File: src/rtl/jk_excitation_driver_pkg.sv
// Shared encodings for the JK excitation driver: FSM states, JK drive codes,
// and the retry-counter width helper.
package jk_excitation_driver_pkg;

   localparam logic [1:0] ST_IDLE  = 2'd0;
   localparam logic [1:0] ST_DRIVE = 2'd1;
   localparam logic [1:0] ST_CHECK = 2'd2;

   // {J,K} drive codes
   localparam logic [1:0] JK_HOLD = 2'b00;
   localparam logic [1:0] JK_RST  = 2'b01;
   localparam logic [1:0] JK_SET  = 2'b10;
   localparam logic [1:0] JK_TGL  = 2'b11;

   function automatic int unsigned retry_cnt_w(input int unsigned max_retry);
      return (max_retry > 0) ? $clog2(max_retry + 1) : 1;
   endfunction

endpackage

File: src/rtl/jk_exc_encode.sv
// Per-word JK excitation: maps current flop state q and desired state d to J/K.
// Unchanged bits always get HOLD so the bank never sees a stray pulse.
module jk_exc_encode
   import jk_excitation_driver_pkg::*;
#(
   parameter int unsigned WIDTH = 8
) (
   input  logic [WIDTH-1:0] i_q,
   input  logic [WIDTH-1:0] i_d,
   input  logic             i_use_toggle,
   output logic [WIDTH-1:0] o_j,
   output logic [WIDTH-1:0] o_k
);

   logic [1:0] w_code;

   always_comb begin
      o_j    = '0;
      o_k    = '0;
      w_code = JK_HOLD;
      for (int i = 0; i < int'(WIDTH); i++) begin
         if (i_q[i] == i_d[i])
            w_code = JK_HOLD;
         else if (i_use_toggle)
            w_code = JK_TGL;
         else if (i_d[i])
            w_code = JK_SET;
         else
            w_code = JK_RST;
         o_j[i] = w_code[1];
         o_k[i] = w_code[0];
      end
   end

endmodule

File: src/rtl/jk_excitation_driver.sv
// Drives an external JK flop bank toward a target word, verifies the result
// through q feedback and re-drives on mismatch up to MAX_RETRY times.
//
//  state    | meaning
//  ST_IDLE  | ready for a target; j=k=0; done/err pulse cycle
//  ST_DRIVE | j/k asserted for exactly one cycle; bank updates at exit edge
//  ST_CHECK | j=k=0; q_fb compared to latched target
module jk_excitation_driver
   import jk_excitation_driver_pkg::*;
#(
   parameter int unsigned WIDTH      = 8,
   parameter int unsigned MAX_RETRY  = 3,
   parameter bit          USE_TOGGLE = 1'b0
) (
   input  logic             clk,
   input  logic             rst_n,
   input  logic             i_tgt_valid,
   input  logic [WIDTH-1:0] i_tgt_data,
   output logic             o_tgt_ready,
   input  logic [WIDTH-1:0] i_q_fb,
   output logic [WIDTH-1:0] o_j,
   output logic [WIDTH-1:0] o_k,
   output logic             o_done,
   output logic             o_err,
   output logic [WIDTH-1:0] o_mismatch
);

   localparam int unsigned      CNT_W   = retry_cnt_w(MAX_RETRY);
   localparam logic [CNT_W-1:0] CNT_MAX = CNT_W'(MAX_RETRY);

   logic [1:0]       r_state;
   logic [WIDTH-1:0] r_tgt;
   logic [WIDTH-1:0] r_j;
   logic [WIDTH-1:0] r_k;
   logic [WIDTH-1:0] r_mismatch;
   logic [CNT_W-1:0] r_cnt;
   logic             r_done;
   logic             r_err;

   logic [WIDTH-1:0] w_enc_d;
   logic [WIDTH-1:0] w_enc_j;
   logic [WIDTH-1:0] w_enc_k;
   logic             w_match;

   // In IDLE the encoder sees the incoming word; on retries it sees the latched one.
   assign w_enc_d = (r_state == ST_IDLE) ? i_tgt_data : r_tgt;
   // An X on q_fb makes this unknown, which falls to the mismatch branch below.
   assign w_match = (i_q_fb == r_tgt);

   jk_exc_encode #(.WIDTH(WIDTH)) u_encode (
      .i_q          (i_q_fb),
      .i_d          (w_enc_d),
      .i_use_toggle (USE_TOGGLE),
      .o_j          (w_enc_j),
      .o_k          (w_enc_k)
   );

   always_ff @(posedge clk or negedge rst_n) begin
      if (!rst_n) begin
         r_state    <= ST_IDLE;
         r_tgt      <= '0;
         r_j        <= '0;
         r_k        <= '0;
         r_mismatch <= '0;
         r_cnt      <= '0;
         r_done     <= 1'b0;
         r_err      <= 1'b0;
      end else begin
         r_done <= 1'b0;
         r_err  <= 1'b0;
         case (r_state)
            ST_IDLE: begin
               if (i_tgt_valid) begin
                  r_tgt      <= i_tgt_data;
                  r_cnt      <= '0;
                  r_mismatch <= '0;
                  r_j        <= w_enc_j;
                  r_k        <= w_enc_k;
                  r_state    <= ST_DRIVE;
               end
            end
            ST_DRIVE: begin
               r_j     <= '0;
               r_k     <= '0;
               r_state <= ST_CHECK;
            end
            ST_CHECK: begin
               if (w_match) begin
                  r_done  <= 1'b1;
                  r_state <= ST_IDLE;
               end else if (r_cnt < CNT_MAX) begin
                  r_cnt   <= r_cnt + 1'b1;
                  r_j     <= w_enc_j;
                  r_k     <= w_enc_k;
                  r_state <= ST_DRIVE;
               end else begin
                  r_err      <= 1'b1;
                  r_mismatch <= i_q_fb ^ r_tgt;
                  r_state    <= ST_IDLE;
               end
            end
            default: begin
               r_j     <= '0;
               r_k     <= '0;
               r_state <= ST_IDLE;
            end
         endcase
      end
   end

   assign o_tgt_ready = (r_state == ST_IDLE);
   assign o_j         = r_j;
   assign o_k         = r_k;
   assign o_done      = r_done;
   assign o_err       = r_err;
   assign o_mismatch  = r_mismatch;

endmodule
File: config.mk
export PLATFORM = sky130hd
export DESIGN_NAME = jk_excitation_driver
export DESIGN_NICKNAME = d
export VERILOG_FILES = /design/src/rtl/jk_excitation_driver_pkg.sv /design/src/rtl/jk_exc_encode.sv /design/src/rtl/jk_excitation_driver.sv
export SDC_FILE = /design/constraint.sdc
export NUM_CORES = 1
export LEC_CHECK = 0
export CAP_MARGIN = 0
export CORE_MARGIN = 2
export CORE_UTILIZATION = 45
export CTS_CLUSTER_SIZE = 14
export DETAILED_ROUTE_END_ITERATION = 10
export HOLD_SLACK_MARGIN = 0.1
export PLACE_DENSITY = 0.76
export SKIP_CTS_REPAIR_TIMING = 1
export SYNTH_ARGS = -nofsm -noshare
export SYNTH_HDL_FRONTEND = slang
export SYNTH_HIERARCHICAL = 1
export SYNTH_SLANG_ARGS = --single-unit
File: constraint.sdc
create_clock -name clk -period 1.67 [get_ports clk]
set_input_delay 0.334 -clock clk [delete_from_list [all_inputs] [get_ports clk]]
set_output_delay 0.334 -clock clk [all_outputs]
set_load 0.01 [all_outputs]
==> metrics.txt <==
Power per Cell Area 1746 nW/um^2; syn_area_per_cell 11.92 um^2; Die Y 70.11 um; # rows 24; Initial Utilization 45.80%; # DRC 0; final worst slack -0.04231 ns; clock share of power 10.9%; share of cells above drive strength 1 34.40%; Final Cycle Share 102.5%; Gate Count Post-Synth 165; Die Width 70.11 um; initial DRC count 151; clk_skew 0.006168 ns; # fillers 282; Pwr Total 5.364 mW; post-synth top area share 48.35%; clk slew on worst S/H paths 0.07 ns; n_diodes 0; RSZ-0062 raised after global routing true; failing checks setup timing; GRT Residual Overflow 0; IR drop worst, VDD 897.6 uV; Warnings, synthesis 6; Distinct cells, synth 30; Crit path required time 1.89 ns; pin count of the biggest net entering global routing 39; WS Path Type reg2reg; total CTS buffers 5; ANT nets after route 0; part of the power in registers 28.2%; vias in the first global route 1,695; fmax 584.0 MHz; routed wire length 5.390 mm; Synth top cells by count dfrtp_1, a32o_1, mux2_2; post-DR vias/cell 5.649; Post-synth EDFFs 0; Max Cap Viol 0; post-place setup slack -0.5411 ns; design internal power 3.453 mW; min-delay worst type in2async; switching part of the total power 35.62%; Max Root-Sink Buffers 2; Core Region 4294 um^2; share of flip-flops with an asynchronous set or reset 100.0%; Routed WL per cell 17.85 um; GPL Wtd Cong 0.8755; mapped cell area 1967 um^2; full die area 4915 um^2; number of I/O pins 46; FF+latch count, synth 38; via count 1,706; htree depth 2; first drt pass iteration count 5; syn nets 185; Final #Nets 270; Root Buffer clkbuf_8; DP HPWL 3.581 mm; leading cell types by total area after synthesis dfrtp_1, mux2_2, a32o_1; area growth from synthesis to layout 56.17%; count leader, synth dfrtp_1; switching pwr 1.911 mW; final hold vios 0; post-synthesis sequential area ratio 48.35%; Tot GR Track Use 20.71%; crit end category register; Yosys top cell by area dfrtp_1; Top FF cell, synth dfrtp_1; fin. max-slew vios 0; Gate power share 60.9%; initial antenna violation count 0; Worst-Skew Late Latency 0.29 ns; first-pass GRT wire length 8.093 mm; clock sink count 38; fin crit period 1.712 ns; Arrival @ worst endpoint 1.93 ns; status complete, but fails checks; Startpoint Class register; leakage 1.508 nW; # setup viols final 16; Max Fanout on Critical Path 8; input/output buffers 45; CTS tree done
routing by layer:
metal	up-vias	part of all wire (%)	GRT usage [%]
li1	781	-	-
met1	842	42	26.88
met2	78	51	35.45
met3	5	6.3	4.618
met4	0	0.61	4.701
met5	-	0	0
sequential cells by signal, summed over array words and instances, names as in the netlist:
name,cells
o_err,1
r_cnt,2
o_done,1
o_k,8
r_state,2
o_mismatch,8
o_j,8
r_tgt,8
logic make-up after synthesis:
group | after synthesis | share of synthesized area [%]
fa+ha+maj | 1 | 0.6360
xor+xnor | 8 | 3.944
flops | 38 | 48.35
simple gates | 38 | 10.43
other cells | 1 | 0.1907
mux | 27 | 14.76
buf+inv | 12 | 4.453
compound gates | 40 | 17.24
cells in the final DEF, fill, tap and decap left out, types with 2 or more instances in the layout:
cell,synthesis,final
clkdlybuf4s50_1,0,36
nor2b_4,0,7
mux2_4,0,7
mux2i_1,11,11
o21ai_0,2,2
clkbuf_1,1,2
xnor2_2,1,7
nor3_1,3,3
a32o_1,16,16
dlymetal6s2s_1,0,9
buf_4,0,31
buf_6,2,3
clkbuf_8,0,5
nor2b_1,14,7
mux2_2,16,9
inv_1,3,3
dfrtp_1,38,37
o31a_2,0,2
buf_12,0,5
a21o_1,14,14
nor2_1,3,3
nand2_1,14,14
worst max-delay path, stage by stage, from the launching register on:
cell,delay (ns)
dfrtp_1,0.40
xnor2_1,0.23
nand4_1,0.13
buf_4,0.19
buf_4,0.14
o21ai_4,0.21
clkbuf_16,0.19
a32o_1,0.16
cell type report:
type	instances	area [um^2]	share of cell area [%]
inverter	3	11.26	0.3666
tap	52	65.06	2.118
timing repair buffer	85	864.6	28.15
multi-input combinational	117	1102	35.89
clock buffer	7	76.32	2.485
sequential	38	952.2	31.00
through the flow:
| step | instance area (um^2) | setup TNS (ns) | utilization, % | hold slack [ns] | cells |
|---|---|---|---|---|---|
| 5_1_grt | 3072 | -1.027 | 71.53 | 0.4560 | 302 |
| 4_1_cts | 2872 | -4.769 | 66.87 | 0.4329 | 293 |
| 3_5_place_dp | 2795 | -12.96 | 65.09 | 0.5112 | 286 |
| 2_1_floorplan | 2052 | -0.1075 | - | 0.03841 | 165 |
| 6_report | 3072 | -0.3910 | 71.53 | 0.4268 | 302 |
| 3_3_place_gp | 2795 | -11.08 | 65.09 | 0.5113 | 286 |
final timing paths:
| check | start | to | slack, ns | cells after the start |
|---|---|---|---|---|
| max | r_tgt[1] | o_j[6] | -0.04 | 7 |
| min | rst_n | o_mismatch[6] | 0.43 | 2 |
| max reg2reg | r_tgt[1] | o_j[6] | -0.04 | 7 |
| min reg2reg | o_mismatch[3] | o_mismatch[3] | 0.52 | 2 |
| max in group asynchronous | rst_n | r_state[0] | 1.05 | 2 |
| min in group clk | i_q_fb[5] | o_mismatch[5] | 0.48 | 3 |
power by group through the flow:
| stage | combinational (mW) | clock, mW | sequential [mW] |
|---|---|---|---|
| 2_1_floorplan | 1.54 | 0 | 1.55 |
| 5_1_grt | 3.46 | 0.636 | 1.55 |
| 4_1_cts | 2.84 | 0.596 | 1.51 |
| 3_3_place_gp | 2.72 | 0 | 1.49 |
| 3_5_place_dp | 2.82 | 0 | 1.52 |
| 6_report | 3.27 | 0.585 | 1.51 |
Note: power is estimated with default switching activity, not from simulation.
